## src/rtl/hba_rr_arbiter.sv

```systemverilog
// Round-robin bus arbiter for four masters.
// A request wins a registered one-hot grant. The grant is held until the master
// starts a transaction (hba_select) or until GRANT_WAIT cycles pass. Ownership
// lasts while hba_select stays high. If ownership runs longer than HOLD_MAX
// cycles, a sticky error flag is raised.
//
// state | meaning
// IDLE  | no grant; arbitrate when the bus is free (hba_select low)
// GRANT | grant driven, waiting for the winner to raise hba_select
// OWNED | winner owns the bus; hold_cnt tracks ownership length
module hba_rr_arbiter #(
    parameter int GRANT_WAIT = 4,
    parameter int HOLD_MAX   = 255
) (
    input  logic       hba_clk,
    input  logic       hba_reset,
    input  logic       hba_select,
    input  logic [3:0] hba_mrequest,
    output logic [3:0] hba_mgrant,
    output logic [1:0] arb_owner,
    output logic       arb_busy,
    output logic       arb_timeout,
    output logic       arb_hold_err
);

    typedef enum logic [1:0] {
        ST_IDLE  = 2'd0,
        ST_GRANT = 2'd1,
        ST_OWNED = 2'd2
    } state_t;

    localparam logic [3:0] WAIT_LAST  = 4'(GRANT_WAIT - 1);
    localparam logic [7:0] HOLD_LIMIT = 8'(HOLD_MAX);

    state_t     state_q, state_d;
    logic [3:0] mgrant_q, mgrant_d;
    logic [1:0] owner_q, owner_d;
    logic       busy_q, busy_d;
    logic       timeout_q, timeout_d;
    logic       hold_err_q, hold_err_d;
    logic [1:0] rr_ptr_q, rr_ptr_d;
    logic [3:0] wait_cnt_q, wait_cnt_d;
    logic [7:0] hold_cnt_q, hold_cnt_d;

    logic       win_found;
    logic [1:0] win_idx;
    logic [1:0] cand;

    // Round-robin pick: first asserted request at or after rr_ptr, wrapping modulo 4.
    always_comb begin
        win_found = 1'b0;
        win_idx   = rr_ptr_q;
        cand      = '0;
        for (int i = 0; i < 4; i++) begin
            cand = rr_ptr_q + 2'(i);
            if (!win_found && hba_mrequest[cand]) begin
                win_found = 1'b1;
                win_idx   = cand;
            end
        end
    end

    // Next-state and registered-output computation.
    always_comb begin
        state_d    = state_q;
        mgrant_d   = mgrant_q;
        owner_d    = owner_q;
        timeout_d  = 1'b0;
        hold_err_d = hold_err_q;
        rr_ptr_d   = rr_ptr_q;
        wait_cnt_d = wait_cnt_q;
        hold_cnt_d = hold_cnt_q;

        case (state_q)
            ST_IDLE: begin
                mgrant_d = '0;
                if (!hba_select && win_found) begin
                    mgrant_d   = 4'b0001 << win_idx;
                    owner_d    = win_idx;
                    wait_cnt_d = '0;
                    state_d    = ST_GRANT;
                end
            end
            ST_GRANT: begin
                if (hba_select) begin
                    // A transaction start beats a simultaneous timeout.
                    mgrant_d   = '0;
                    hold_cnt_d = '0;
                    state_d    = ST_OWNED;
                end else if (!hba_mrequest[owner_q]) begin
                    // Withdrawn request: the pointer stays put, so this master keeps its turn.
                    mgrant_d = '0;
                    state_d  = ST_IDLE;
                end else if (wait_cnt_q == WAIT_LAST) begin
                    mgrant_d  = '0;
                    timeout_d = 1'b1;
                    rr_ptr_d  = owner_q + 2'd1;
                    state_d   = ST_IDLE;
                end else begin
                    wait_cnt_d = wait_cnt_q + 4'd1;
                end
            end
            ST_OWNED: begin
                mgrant_d = '0;
                if (hba_select) begin
                    if (hold_cnt_q != HOLD_LIMIT) begin
                        hold_cnt_d = hold_cnt_q + 8'd1;
                    end
                    if (hold_cnt_d == HOLD_LIMIT) begin
                        hold_err_d = 1'b1;
                    end
                end else begin
                    rr_ptr_d = owner_q + 2'd1;
                    state_d  = ST_IDLE;
                end
            end
            default: begin
                mgrant_d = '0;
                state_d  = ST_IDLE;
            end
        endcase

        busy_d = (state_d == ST_OWNED);
    end

    // State and output registers; reset clears the grant without waiting for a clock edge.
    always_ff @(posedge hba_clk or posedge hba_reset) begin
        if (hba_reset) begin
            state_q    <= ST_IDLE;
            mgrant_q   <= '0;
            owner_q    <= '0;
            busy_q     <= 1'b0;
            timeout_q  <= 1'b0;
            hold_err_q <= 1'b0;
            rr_ptr_q   <= '0;
            wait_cnt_q <= '0;
            hold_cnt_q <= '0;
        end else begin
            state_q    <= state_d;
            mgrant_q   <= mgrant_d;
            owner_q    <= owner_d;
            busy_q     <= busy_d;
            timeout_q  <= timeout_d;
            hold_err_q <= hold_err_d;
            rr_ptr_q   <= rr_ptr_d;
            wait_cnt_q <= wait_cnt_d;
            hold_cnt_q <= hold_cnt_d;
        end
    end

    assign hba_mgrant   = mgrant_q;
    assign arb_owner    = owner_q;
    assign arb_busy     = busy_q;
    assign arb_timeout  = timeout_q;
    assign arb_hold_err = hold_err_q;

endmodule

```

## config.mk

```make
export PLATFORM = sky130hd
export DESIGN_NAME = hba_rr_arbiter
export DESIGN_NICKNAME = d
export VERILOG_FILES = /design/src/rtl/hba_rr_arbiter.sv
export SDC_FILE = /design/constraint.sdc
export NUM_CORES = 1
export LEC_CHECK = 0
export ABC_AREA = 1
export CAP_MARGIN = 20
export CORE_MARGIN = 10
export CORE_UTILIZATION = 50
export DETAILED_ROUTE_END_ITERATION = 16
export GPL_TIMING_DRIVEN = 0
export PLACE_DENSITY = 0.68
export REMOVE_ABC_BUFFERS = 1
export SLEW_MARGIN = 20
export SYNTH_ARGS = -nofsm -noshare
export SYNTH_HDL_FRONTEND = slang
export SYNTH_SLANG_ARGS = --single-unit
```

## constraint.sdc

```tcl
create_clock -name hba_clk -period 4.4 [get_ports hba_clk]
set_clock_uncertainty 0.2 [all_clocks]
set_input_delay 0.88 -clock hba_clk [delete_from_list [all_inputs] [get_ports hba_clk]]
set_output_delay 0.88 -clock hba_clk [all_outputs]
set_load 0.1 [all_outputs]
```

**Word level (Yosys, flattened, before mapping)**

Index checks and enable logic that the tools add are counted.

- $add $sub $neg: 6
- Magnitude comparators: 5
- Equal/unequal tests: 15
- Shifts and indexed selects: 1
- Mux-type cells: 48
- Reduce and logical (&&, ||, !) cells: 16

Operator list:

| operator | count |
|---|---|
| 8-bit two-way mux | 5 |
| 4-bit two-way mux | 8 |
| 2-bit two-way mux | 12 |
| 2-bit != test, second input constant | 8 |
| 4-bit one-hot mux with 2 select lines | 2 |
| 8-bit one-hot mux with 2 select lines | 1 |
| 2-bit by 3-bit < comparator with 1-bit output, second input constant | 5 |
| 1-bit two-way mux | 13 |
| 1-bit binary-select mux with 2-bit select | 5 |
| 5-bit AND reduction | 2 |
| 8-bit by 1-bit adder with 8-bit output, second input constant | 1 |
| 8-bit == test, second input constant | 1 |
| 8-bit != test, second input constant | 1 |
| 2-bit one-hot mux with 3 select lines | 1 |
| 3-bit AND reduction | 2 |
| 2-bit by 1-bit adder with 2-bit output, second input constant | 2 |
| 2-bit adder, second input constant | 2 |
| 4-bit by 1-bit adder with 4-bit output, second input constant | 1 |
| 2-bit == test, second input constant | 2 |
| 4-bit by 2-bit == test with 1-bit output, second input constant | 1 |
| 1-bit logical AND | 4 |
| 1-bit zero test | 4 |
| 4-bit != test, second input constant | 1 |
| 2-bit one-hot mux with 2 select lines | 1 |
| 5 further kinds | 6 |

- Flip-flop bits (word level): 25
- Input bits: 7
- Output and inout bits: 9
- Word-level logic and storage cells: 100

**Longest topological paths before layout**

Gate-level depths: netlist (run 1).

- Depth after elaboration: 16
- Mapped depth: 15
- Mapped depth without buffers: 14

**Least setup slack after synthesis (run 1)**

No wires, ideal clock.

- Path type: register to register
- Start point: register owner_q[0] (netlist: arb_owner[0])
- End point: register wait_cnt_q[2]
- Data arrival time: 2.071 ns
- Data required time: 4.083 ns
- Setup slack: 2.012 ns
- Cell stages (with the launch flop): 11
- Buffers on the path: 1
- Period minus slack after synthesis: 2.388 ns
- Path through: dfrtp_1 clkbuf_2 nor2_1 nor2_1 nand2_1 nand2_1 nand3_1 o21ai_0 nand2_8 nand2_2 o21ai_2

- Word-level cells in the longest chain between the ends: 4

RTL lines:

| what | RTL line | RTL |
|---|---|---|
| start: declaration | 37 | `logic [1:0] owner_q, owner_d;` |
| start signal: assignment | 141 | `owner_q <= owner_d;` |
| 1-bit binary-select mux with 2-bit select | 90 | `end else if (!hba_mrequest[owner_q]) begin` |
| 1-bit two-way mux (not written as such) | 90 |  |
| 2-bit != test (no line) | n/a |  |
| 5-bit AND reduction (no line) | n/a |  |
| end signal: assignment | 146 | `wait_cnt_q <= wait_cnt_d;` |
| end: declaration | 42 | `logic [3:0] wait_cnt_q, wait_cnt_d;` |

Every way passes these cells. The select of a mux whose other input is x is not followed.
A chain may end at the register's enable or synchronous reset.

**Worst setup path in the final report (run 1)**

- Start point: register owner_q[0] (netlist: arb_owner[0])
- End point: output port arb_owner[0]

RTL lines:

| what | RTL line | RTL |
|---|---|---|
| end: declaration | 20 | `output logic [1:0] arb_owner,` |

No word-level cell between the ends.

==> qor.yml, run 1 <==
ys_seq_elements: 25
cts_buffer_depth: 2
overflow: 0
cts_buffers: 3
clk-insertion-delay-late_ns: 0.27
yosysWarnings: 0
p_per_area_nw_per_um2: 718
cts_resized: 0
drt_pass1_iterations: 4
clk_pin_slew_ns: 0.09
syn_area_um2: 1920
peakVddDrop_mv: 0.604
clock_sinks: 25
antenna_found_initial: 0
grt_pass1_wl_um: 6770
crit_family: "buffers and inverters"
grt_use_total_pct: 12.2
drive_gt1_share_pct: 17.7
route.vias.total: 1690
rows: 22
r2r_start: "state_q[1]"
cp.arrival_ns: 1.97
timing.fmax_mhz: 328
cp_max_fo: 8
cp_slowest_stage_delay_ns: 1.19
power.leakage_nw: 1.12
instances_no_fill: 331
cpMaxStageDelayCell: "clkdlybuf4s50_1"
area_growth_pct: 11.3
period_minus_slack_ns: 3.05
hp-start: "arb_hold_err"
avgRoutedWirePerCell_um: 11.5
synth_common_cells: "nand2_1 (87), inv_1 (29), nand3_1 (28)"
path_cells: "clkdlybuf4s50_1"
grt_setup_unrepaired: "false"
yosysTopAreaCell: "dfrtp_1"
htreeDepth: 1
ys_seq_area_share_pct: 32.7
initial_core_util_pct: 51.9
hold_path.class: "reg -> reg"
syn_avg_cell_area_um2: 7.09
die_w_um: 81.9
hold_buffers: 0
yosysUniqueCellTypes: 32
antenna_left: 0
vias_per_cell: 5.11
maxSlewHeadroom_pct: 34.6
startpoint_type: "register"
dp_hpwl_um: 2980
critPathBufInv: 1
syn_inst: 270
nets: 297
numPlacedInstances: 327
synth_top_area_share_pct: 32.7
core_um2: 3690
tns_ns: 0
synth_edf_count: 0
cts_tree: "built"
status: "completed"
hold_viol_final: 0
synthFlopType: "dfrtp_1"
worst-setup-path-type: "reg -> out"
setup_violations: 0
dr.first_iter.drc_count: 121
num_antenna_cells: 0
fin_crit_sh_pct: 69.3
drv_slew: 0
drv_cap: 0
io_buffers: 15
synthArstFlopShare_pct: 100
die_area_um2: 6710
critPathLaunch: "arb_owner[0]"
globalplace.congestion: 0.822
cp.required_ns: 3.32
yosysMostFrequentCell: "nand2_1"
synth_area_leaders: "dfrtp_1 (33%), nand2_1 (17%), nand3_1 (7.3%), nand2_2 (6.9%), inv_1 (5.7%)"
finalWirelength_um: 3820
grt_max_degree: 26
worst_pin_slew_ns: 0.977
drc_errors: 0
die_y_um: 81.9
grt_pass1_vias: 1546
cts_setup_buffers: 0
root_buffer: "clkbuf_8"
setup.worst_path.end_class: "output port"
num_io_pins: 16
logic make-up after synthesis:
| group | share of synthesized area [%] |
|---|---|
| adder cells (fa/ha/maj) | 3.92 |
| flip-flops | 32.7 |
| AND/OR/NAND/NOR | 44.3 |
| AO/OA/AOI/OAI | 7.51 |
| XOR/XNOR | 2.74 |
| buffers and inverters | 8.88 |
through the flow:
stage                     worst slack, ns  area (um2)  utilization (%)  hold WS, ns  total power [W]
after floorplan                      2.15        1880                -        0.286          0.00120
after global placement               1.61        2090             56.5        0.247          0.00139
after detailed placement             1.58        2090             56.5        0.252          0.00140
after CTS                            1.35        2130             57.8        0.277          0.00154
after global routing                 1.27        2130             57.8        0.301          0.00167
final                                1.35        2130             57.8        0.269          0.00153
report_power, final:
part / switching [W] / total [W] / internal (W)
clock network: 0.0000755 / 0.000139 / 0.0000634
registers: 0.0000837 / 0.000372 / 0.000288
logic: 0.000727 / 0.00102 / 0.000293
flip-flops by register name, indices dropped and copies added, names as in the netlist:
name / cells
wait_cnt_q: 4
arb_owner: 2
hba_mgrant: 4
arb_busy: 1
arb_hold_err: 1
arb_timeout: 1
rr_ptr_q: 2
state_q: 2
hold_cnt_q: 8
cell usage in the layout (no fill, tap or decap), drive strengths merged:
cell type      netlist  layout
o22ai                2       2
xor2                 5       5
o21ai               18      18
xnor2                1       1
ha                   6       6
inv                 34      34
dfrtp               25      25
nor2                13      13
clkdlybuf4s50        0      15
a21oi                3       3
nand3               32      32
clkbuf               2       3
nand2              113     113
or2                  2       2
nor3                 3       3
nand4                6       6
clkinv               0       1
o211ai               1       1
metal layers:
metal	part of all wire [%]	vias to the layer above	GRT usage [%]
met5	0	-	0
li1	-	885	-
met4	0.65	0	1.70
met3	7.7	2	3.82
met1	49	767	16.6
met2	43	36	19.0
layout make-up:
| cell class | count | area [um2] |
|---|---|---|
| multi-input combinational | 205 | 1120 |
| sequential | 25 | 626 |
| timing repair buffer | 15 | 150 |
| inverter | 34 | 130 |
| clock buffer | 3 | 41.3 |
| tap | 48 | 60.1 |
| clock inverter | 1 | 5.00 |
| fill | 364 | 1560 |
final timing paths:
kind / slack, ns / endpoint / depth (start not counted)
hold / removal: 0.27 / arb_hold_err / 2
setup / recovery: 1.35 / arb_owner[0] / 1
max in group asynchronous: 2.49 / state_q[1] / 2
min in group asynchronous: 0.92 / hba_mgrant[1] / 2
hold reg to reg: 0.27 / arb_hold_err / 2
setup reg to reg: 2.16 / wait_cnt_q[0] / 9
(Power assumes the default switching activity.)
==> run 2: changes to the inputs <==
- clock period: 4.4 -> 3 ns (I/O delays scaled with it)
==> results of run 2 <==
Same layout as run 1 (identical final DEF). Status: completed.
Main changes from that run: setup slack after placement 1.58 ns -> 0.464 ns; setup slack after layout 1.35 ns -> 0.233 ns; register-to-register setup slack 2.16 ns -> 0.76 ns; total power 0.00153 W -> 0.00225 W; worst IR drop on VDD 0.604 mV -> 0.885 mV
==> run 3: changes to the inputs <==
- CAP_MARGIN: 20 -> unset
==> results of run 3 <==
Same layout as run 1 (identical final DEF). Status: completed.
Main changes from that run: setup slack after placement 1.58 ns -> 0.464 ns; setup slack after layout 1.35 ns -> 0.233 ns; register-to-register setup slack 2.16 ns -> 0.76 ns; total power 0.00153 W -> 0.00225 W; worst IR drop on VDD 0.604 mV -> 0.885 mV
